File: config.mk
export PLATFORM = sky130hd
export DESIGN_NAME = apb4_master_bridge
export DESIGN_NICKNAME = d
export VERILOG_FILES = /design/src/rtl/apb4_master_pkg.sv /design/src/rtl/apb4_master_bridge_tmo.sv /design/src/rtl/apb4_master_bridge.sv
export SDC_FILE = /design/constraint.sdc
export NUM_CORES = 1
export LEC_CHECK = 0
export CAP_MARGIN = 0
export CORE_ASPECT_RATIO = 0.8
export CORE_UTILIZATION = 38
export CTS_BUF_LIST = sky130_fd_sc_hd__clkbuf_8
export CTS_CLUSTER_DIAMETER = 30
export DETAILED_ROUTE_END_ITERATION = 12
export MAX_ROUTING_LAYER = met4
export PLACE_DENSITY = 0.79
export REMOVE_ABC_BUFFERS = 1
export SLEW_MARGIN = 15
export SYNTH_ARGS = -nofsm -noshare
export SYNTH_HDL_FRONTEND = slang
export SYNTH_SLANG_ARGS = --single-unit
File: constraint.sdc
create_clock -name clk_i -period 3.4 [get_ports clk_i]
set_clock_uncertainty 0.2 [all_clocks]
set_input_delay 0.34 -clock clk_i [delete_from_list [all_inputs] [get_ports clk_i]]
set_output_delay 0.34 -clock clk_i [all_outputs]
set_load 0.005 [all_outputs]
File: src/rtl/apb4_master_pkg.sv
// Shared types and constants for the APB4 master bridge.
// The optional ACCESS timeout is enabled by defining APB4_MASTER_TIMEOUT_EN.
package apb4_master_pkg;

    typedef enum logic [1:0] {
        IDLE   = 2'd0,
        SETUP  = 2'd1,
        ACCESS = 2'd2,
        RESP   = 2'd3
    } apb_state_e;

    localparam int APB4_PROT_WIDTH              = 3;
    localparam int APB4_TIMEOUT_CYCLES_DEFAULT  = 256;

endpackage

File: src/rtl/apb4_master_bridge_tmo.sv
// Saturating ACCESS-cycle counter for the APB4 master bridge.
// Only instantiated when APB4_MASTER_TIMEOUT_EN is defined.
module apb4_master_tmo #(
    parameter int TIMEOUT_CYCLES = 256
) (
    input  logic clk_i,
    input  logic rst_i,
    input  logic clr_i,
    input  logic en_i,
    output logic expired_o
);

    localparam int CW = $clog2(TIMEOUT_CYCLES + 1);
    localparam logic [CW-1:0] LAST = CW'(TIMEOUT_CYCLES - 1);

    logic [CW-1:0] cnt_q;
    logic [CW-1:0] cnt_d;

    // Clear wins over count; the count stops at the last ACCESS cycle.
    always_comb begin
        cnt_d = cnt_q;
        if (clr_i) begin
            cnt_d = {CW{1'b0}};
        end else if (en_i && (cnt_q != LAST)) begin
            cnt_d = cnt_q + CW'(1);
        end else begin
            cnt_d = cnt_q;
        end
    end

    // Counter register.
    always_ff @(posedge clk_i or posedge rst_i) begin
        if (rst_i) begin
            cnt_q <= {CW{1'b0}};
        end else begin
            cnt_q <= cnt_d;
        end
    end

    // High during the final permitted ACCESS cycle.
    assign expired_o = (cnt_q == LAST);

endmodule

File: src/rtl/apb4_master_bridge.sv
// Single-outstanding APB4 initiator: valid/ready command in, APB4
// SETUP/ACCESS on the bus, valid/ready response out.
// Define APB4_MASTER_TIMEOUT_EN to abort ACCESS after TIMEOUT_CYCLES.
module apb4_master_bridge
    import apb4_master_pkg::*;
#(
    parameter int ADDR_WIDTH     = 32,
    parameter int DATA_WIDTH     = 32,
    parameter int TIMEOUT_CYCLES = APB4_TIMEOUT_CYCLES_DEFAULT
) (
    input  logic                       clk_i,
    input  logic                       rst_i,
    input  logic                       req_valid_i,
    output logic                       req_ready_o,
    input  logic                       req_write_i,
    input  logic [ADDR_WIDTH-1:0]      req_addr_i,
    input  logic [DATA_WIDTH-1:0]      req_wdata_i,
    input  logic [DATA_WIDTH/8-1:0]    req_strb_i,
    input  logic [APB4_PROT_WIDTH-1:0] req_prot_i,
    output logic                       rsp_valid_o,
    input  logic                       rsp_ready_i,
    output logic [DATA_WIDTH-1:0]      rsp_rdata_o,
    output logic                       rsp_err_o,
    output logic [ADDR_WIDTH-1:0]      paddr_o,
    output logic [APB4_PROT_WIDTH-1:0] pprot_o,
    output logic                       psel_o,
    output logic                       penable_o,
    output logic                       pwrite_o,
    output logic [DATA_WIDTH-1:0]      pwdata_o,
    output logic [DATA_WIDTH/8-1:0]    pstrb_o,
    input  logic                       pready_i,
    input  logic [DATA_WIDTH-1:0]      prdata_i,
    input  logic                       pslverr_i
);

    localparam int STRB_WIDTH = DATA_WIDTH / 8;

    apb_state_e                 state_q, state_d;
    logic                       idle_q, idle_d;
    logic                       psel_q, psel_d;
    logic                       penable_q, penable_d;
    logic                       pwrite_q, pwrite_d;
    logic [ADDR_WIDTH-1:0]      paddr_q, paddr_d;
    logic [APB4_PROT_WIDTH-1:0] pprot_q, pprot_d;
    logic [DATA_WIDTH-1:0]      pwdata_q, pwdata_d;
    logic [STRB_WIDTH-1:0]      pstrb_q, pstrb_d;
    logic                       rsp_valid_q, rsp_valid_d;
    logic                       rsp_err_q, rsp_err_d;
    logic [DATA_WIDTH-1:0]      rsp_rdata_q, rsp_rdata_d;

    logic accept_s;
    logic done_s;
    logic tmo_expired_s;

`ifdef APB4_MASTER_TIMEOUT_EN
    apb4_master_tmo #(
        .TIMEOUT_CYCLES (TIMEOUT_CYCLES)
    ) u_tmo (
        .clk_i     (clk_i),
        .rst_i     (rst_i),
        .clr_i     (state_d == SETUP),
        .en_i      (state_q == ACCESS),
        .expired_o (tmo_expired_s)
    );
`else
    // Without the counter ACCESS waits forever; this folds to constant 0.
    assign tmo_expired_s = (TIMEOUT_CYCLES < 32'sd0);
`endif

    // A command is taken in IDLE, or in RESP in the same cycle the response is consumed.
    assign accept_s = req_valid_i && req_ready_o;
    // pready wins over a timeout expiring in the same ACCESS cycle.
    assign done_s   = (state_q == ACCESS) && (pready_i || tmo_expired_s);

    // State register.
    always_ff @(posedge clk_i or posedge rst_i) begin
        if (rst_i) begin
            state_q <= IDLE;
        end else begin
            state_q <= state_d;
        end
    end

    // Next-state logic.
    always_comb begin
        state_d = state_q;
        case (state_q)
            IDLE: begin
                if (req_valid_i) state_d = SETUP;
                else             state_d = IDLE;
            end
            SETUP: begin
                state_d = ACCESS;
            end
            ACCESS: begin
                if (done_s) state_d = RESP;
                else        state_d = ACCESS;
            end
            RESP: begin
                if (rsp_ready_i) begin
                    if (req_valid_i) state_d = SETUP;
                    else             state_d = IDLE;
                end else begin
                    state_d = RESP;
                end
            end
            default: begin
                state_d = IDLE;
            end
        endcase
    end

    // Output next values, derived from the next state so every output is a flop.
    always_comb begin
        idle_d      = (state_d == IDLE);
        psel_d      = (state_d == SETUP) || (state_d == ACCESS);
        penable_d   = (state_d == ACCESS);
        rsp_valid_d = (state_d == RESP);

        if (accept_s) begin
            pwrite_d = req_write_i;
            paddr_d  = req_addr_i;
            pprot_d  = req_prot_i;
            pwdata_d = req_wdata_i;
            pstrb_d  = req_write_i ? req_strb_i : {STRB_WIDTH{1'b0}};
        end else begin
            pwrite_d = pwrite_q;
            paddr_d  = paddr_q;
            pprot_d  = pprot_q;
            pwdata_d = pwdata_q;
            pstrb_d  = pstrb_q;
        end

        if (done_s) begin
            if (pready_i) begin
                rsp_err_d   = pslverr_i;
                rsp_rdata_d = (!pwrite_q && !pslverr_i) ? prdata_i : {DATA_WIDTH{1'b0}};
            end else begin
                rsp_err_d   = 1'b1;
                rsp_rdata_d = {DATA_WIDTH{1'b0}};
            end
        end else begin
            rsp_err_d   = rsp_err_q;
            rsp_rdata_d = rsp_rdata_q;
        end
    end

    // Output and command/response registers.
    always_ff @(posedge clk_i or posedge rst_i) begin
        if (rst_i) begin
            idle_q      <= 1'b1;
            psel_q      <= 1'b0;
            penable_q   <= 1'b0;
            pwrite_q    <= 1'b0;
            paddr_q     <= {ADDR_WIDTH{1'b0}};
            pprot_q     <= {APB4_PROT_WIDTH{1'b0}};
            pwdata_q    <= {DATA_WIDTH{1'b0}};
            pstrb_q     <= {STRB_WIDTH{1'b0}};
            rsp_valid_q <= 1'b0;
            rsp_err_q   <= 1'b0;
            rsp_rdata_q <= {DATA_WIDTH{1'b0}};
        end else begin
            idle_q      <= idle_d;
            psel_q      <= psel_d;
            penable_q   <= penable_d;
            pwrite_q    <= pwrite_d;
            paddr_q     <= paddr_d;
            pprot_q     <= pprot_d;
            pwdata_q    <= pwdata_d;
            pstrb_q     <= pstrb_d;
            rsp_valid_q <= rsp_valid_d;
            rsp_err_q   <= rsp_err_d;
            rsp_rdata_q <= rsp_rdata_d;
        end
    end

    // In RESP the bridge can take a new command only as the response drains,
    // so ready there follows rsp_ready_i; elsewhere it is the registered idle flag.
    assign req_ready_o = idle_q || (rsp_valid_q && rsp_ready_i);
    assign rsp_valid_o = rsp_valid_q;
    assign rsp_err_o   = rsp_err_q;
    assign rsp_rdata_o = rsp_rdata_q;
    assign paddr_o     = paddr_q;
    assign pprot_o     = pprot_q;
    assign psel_o      = psel_q;
    assign penable_o   = penable_q;
    assign pwrite_o    = pwrite_q;
    assign pwdata_o    = pwdata_q;
    assign pstrb_o     = pstrb_q;

endmodule
==> summary.md <==
| Metric | Value |
|---|---|
| Hold Path Class | input port to async pin |
| Dpl cell area | 6810 µm² |
| FMAX | 477 MHz |
| Post-Route Utilization | 0.609 |
| Status | finished, final reports clean |
| Top post-synthesis cells by area | dfrtp_1 (61%), mux2_4 (22%), nand2_1 (5.4%) |
| Crit path required time | 3.45 ns |
| Sink Count | 111 |
| Fin. Hold Viols | 0 |
| Vias per inst | 4.52 |
| Mapped Area | 4480 µm² |
| Area Overhead vs Synth | 56.4% |
| Commonest non-fill, non-tap cell in the layout | clkdlybuf4s50_1 |
| Cell Count, Final, Fillers Out | 687 |
| Mean Syn Cell Area | 14.2 µm² |
| Cell leakage power | 3.20 nW |
| Vias | 3102 |
| Peak VDD IR | 526 µV |
| Hpwl dp | 7900 µm |
| Most frequent cells in the layout | clkdlybuf4s50_1 (218), dfrtp_1 (110), mux2_4 (65) |
| Area of the multi-input gates | 1570 µm² |
| Largest net degree at the start of global routing | 66 |
| Setup WS post-layout | 1.30 ns |
| Remaining Overflow, GRT | 0 |
| Slew Limit Headroom | 0.598 |
| Crit-path cells | a21o_2 > nand2_4 > buf_4 > mux2_4 |
| Total Power | 6.02 mW |
| I/O pin count | 219 |
| Vias in the first global route | 3175 |
| Die ar. | 12200 µm² |
| Worst Max-Slew Pin Slew | 0.604 ns |
| Initial antenna violation count | 0 |
| Sequential share of power | 0.391 |
| TritonCTS Buffers | 9 |
| Largest area contributor in the netlist | dfrtp_1 |
| WL final | 10700 µm |
| Starting density of the core | 0.389 |
| CTS Hold Buffers Added | 0 |
| Total Routing Usage GR | 0.182 |
| Worst-Skew Late Latency | 0.36 ns |
| PortBufs | 218 |
| Post-Place Setup Slack | 0.910 ns |
| Placed insts | 671 |
| # rows | 35 |
| Die Wd | 123 µm |
| P_int | 4.31 mW |
| Post-route ant nets | 0 |
| CP peak stage delay | 0.43 ns |
| Worst-path clk slew | 0.10 ns |
| Power Density | 858 nW/µm² |
| Critical Path AT | 2.14 ns |
| Antenna Cells | 0 |
| Worst setup EP type | register |
| Clock root buffer | clkbuf_8 |
| Worst path slowest cell | nand2_4 |
| CTS resizes | 0 |
| CP max FO | 30 |
| Number of max-capacitance violations reported | 0 |
| Yosys warning total | 0 |
| Slew Viols, Final | 0 |
| Nets | 647 |
| # setup viols final | 0 |
| Placer Congestion | 0.812 |
| Mapped Cells | 315 |
| Die Y-Extent | 99.2 µm |
| Setup CP Type | register to register |
| Sw frac | 0.284 |
| H-tree lvl count | 3 |
| Combinational Power Share | 0.474 |
| Fillcell total | 896 |
| Seq. cell area | 2780 µm² |
| Clock period minus worst slack | 2.10 ns |
| Psw | 1.71 mW |
| #FFs+latches synth | 111 |
| Core ar. | 11500 µm² |
| Library cells used by synthesis | 23 |
| Final routed DRC violation total | 0 |
| TritonRoute pass-1 iters | 4 |
| Deepest clock path buffer count | 2 |
| Cell area after layout | 7010 µm² |
| Fin crit share | 0.616 |
| First-pass GRT wire length | 16500 µm |
| Post-synthesis sequential area ratio | 0.620 |
| CTS tree | built |
| Post-synth top area share | 0.614 |
| Setup repair bufs after CTS | 0 |
| Initial DRC Count | 133 |
| Worst setup SP type | register |
| Unrepaired setup endpoints after global routing | no |
| Ratio of cells with drive above 1 in the final layout | 0.176 |
| WL per Instance | 15.6 µm |
| Share of power burned in the clock network | 0.135 |
[cell families (layout without fill, tap and decap cells)]
family / count (synthesis) / count (layout) / share of synthesized area
buffers and inverters: 20 / 244 / 0.0307
AND/OR/NAND/NOR: 70 / 70 / 0.0625
adder cells (fa/ha/maj): 3 / 3 / 0.00837
flip-flops: 111 / 111 / 0.620
AO/OA/AOI/OAI: 43 / 43 / 0.0536
multiplexers: 68 / 68 / 0.225
[synthesized netlist by cell type]
cell	instances
buf_6	7
nand2_4	1
ha_1	3
a21o_2	1
nand2_1	64
a22o_1	4
dfstp_2	1
nand3b_1	1
clkbuf_1	2
and3_1	1
o21ai_0	34
nand2b_1	1
inv_1	3
mux2_2	3
dfrtp_1	110
o22ai_1	1
clkbuf_2	1
nor2_1	1
a21o_1	2
a21oi_1	1
buf_2	7
nand3_1	1
mux2_4	65
[power by group through the flow]
stage	Sequential [mW]	Combinational, mW	Clock [mW]
finish	2.35	2.86	0.811
global route	2.43	3.07	0.893
CTS	2.36	2.89	0.839
detailed placement	2.36	2.89	0
global placement	2.36	2.81	0
floorplan	2.37	1.19	0
[state kept, by name (all words and copies together), names as in the netlist]
name / flops
paddr_o: 32
rsp_rdata_o: 32
state_q: 2
pwdata_o: 32
pwrite_o: 1
rsp_valid_o: 1
idle_q: 1
rsp_err_o: 1
pprot_o: 3
pstrb_o: 4
penable_o: 1
psel_o: 1
[metrics by stage]
step           TNS [ns]  hold slack [ns]
2_1_floorplan     -7.59            0.273
3_3_place_gp          0            0.264
3_5_place_dp          0            0.273
4_1_cts               0            0.214
5_1_grt               0            0.240
6_report              0            0.198
[cell type report]
class	instances	area share
multi-input cells	184	0.224
well taps	148	0.0264
flip-flops and latches	111	0.396
repair buffers	225	0.322
clock buffers	10	0.0196
clock inverters	6	0.00981
inverters	3	0.00196
[final timing paths]
path / startpoint / endpoint / slack (ns) / cells after the start
hold reg to reg: rsp_rdata_o[2] / rsp_rdata_o[2] / 0.29 / 2
setup reg to reg: rsp_valid_o / pwdata_o[4] / 1.30 / 4
min in group clk_i: rsp_rdata_o[2] / rsp_rdata_o[2] / 0.29 / 2
setup / recovery: rsp_valid_o / pwdata_o[4] / 1.30 / 4
hold / removal: rst_i / paddr_o[26] / 0.20 / 2
max in group asynchronous: rst_i / pwdata_o[14] / 2.04 / 3
[worst max-delay path: cells and delay by family, from the launching register on]
family	cells	cell delay (ns)
muxes	1	0.32
buffers and inverters	1	0.36
AOI/OAI and AO/OA	1	0.25
and+or+nand+nor	1	0.43
DFF	1	0.41
[metal layers]
layer | GRT usage | wire length, µm
met5 | - | 0
met4 | 0.0473 | 124
met3 | 0.0390 | 530
met2 | 0.283 | 5190
met1 | 0.242 | 4900
Note: power is estimated with default switching activity, not from simulation.
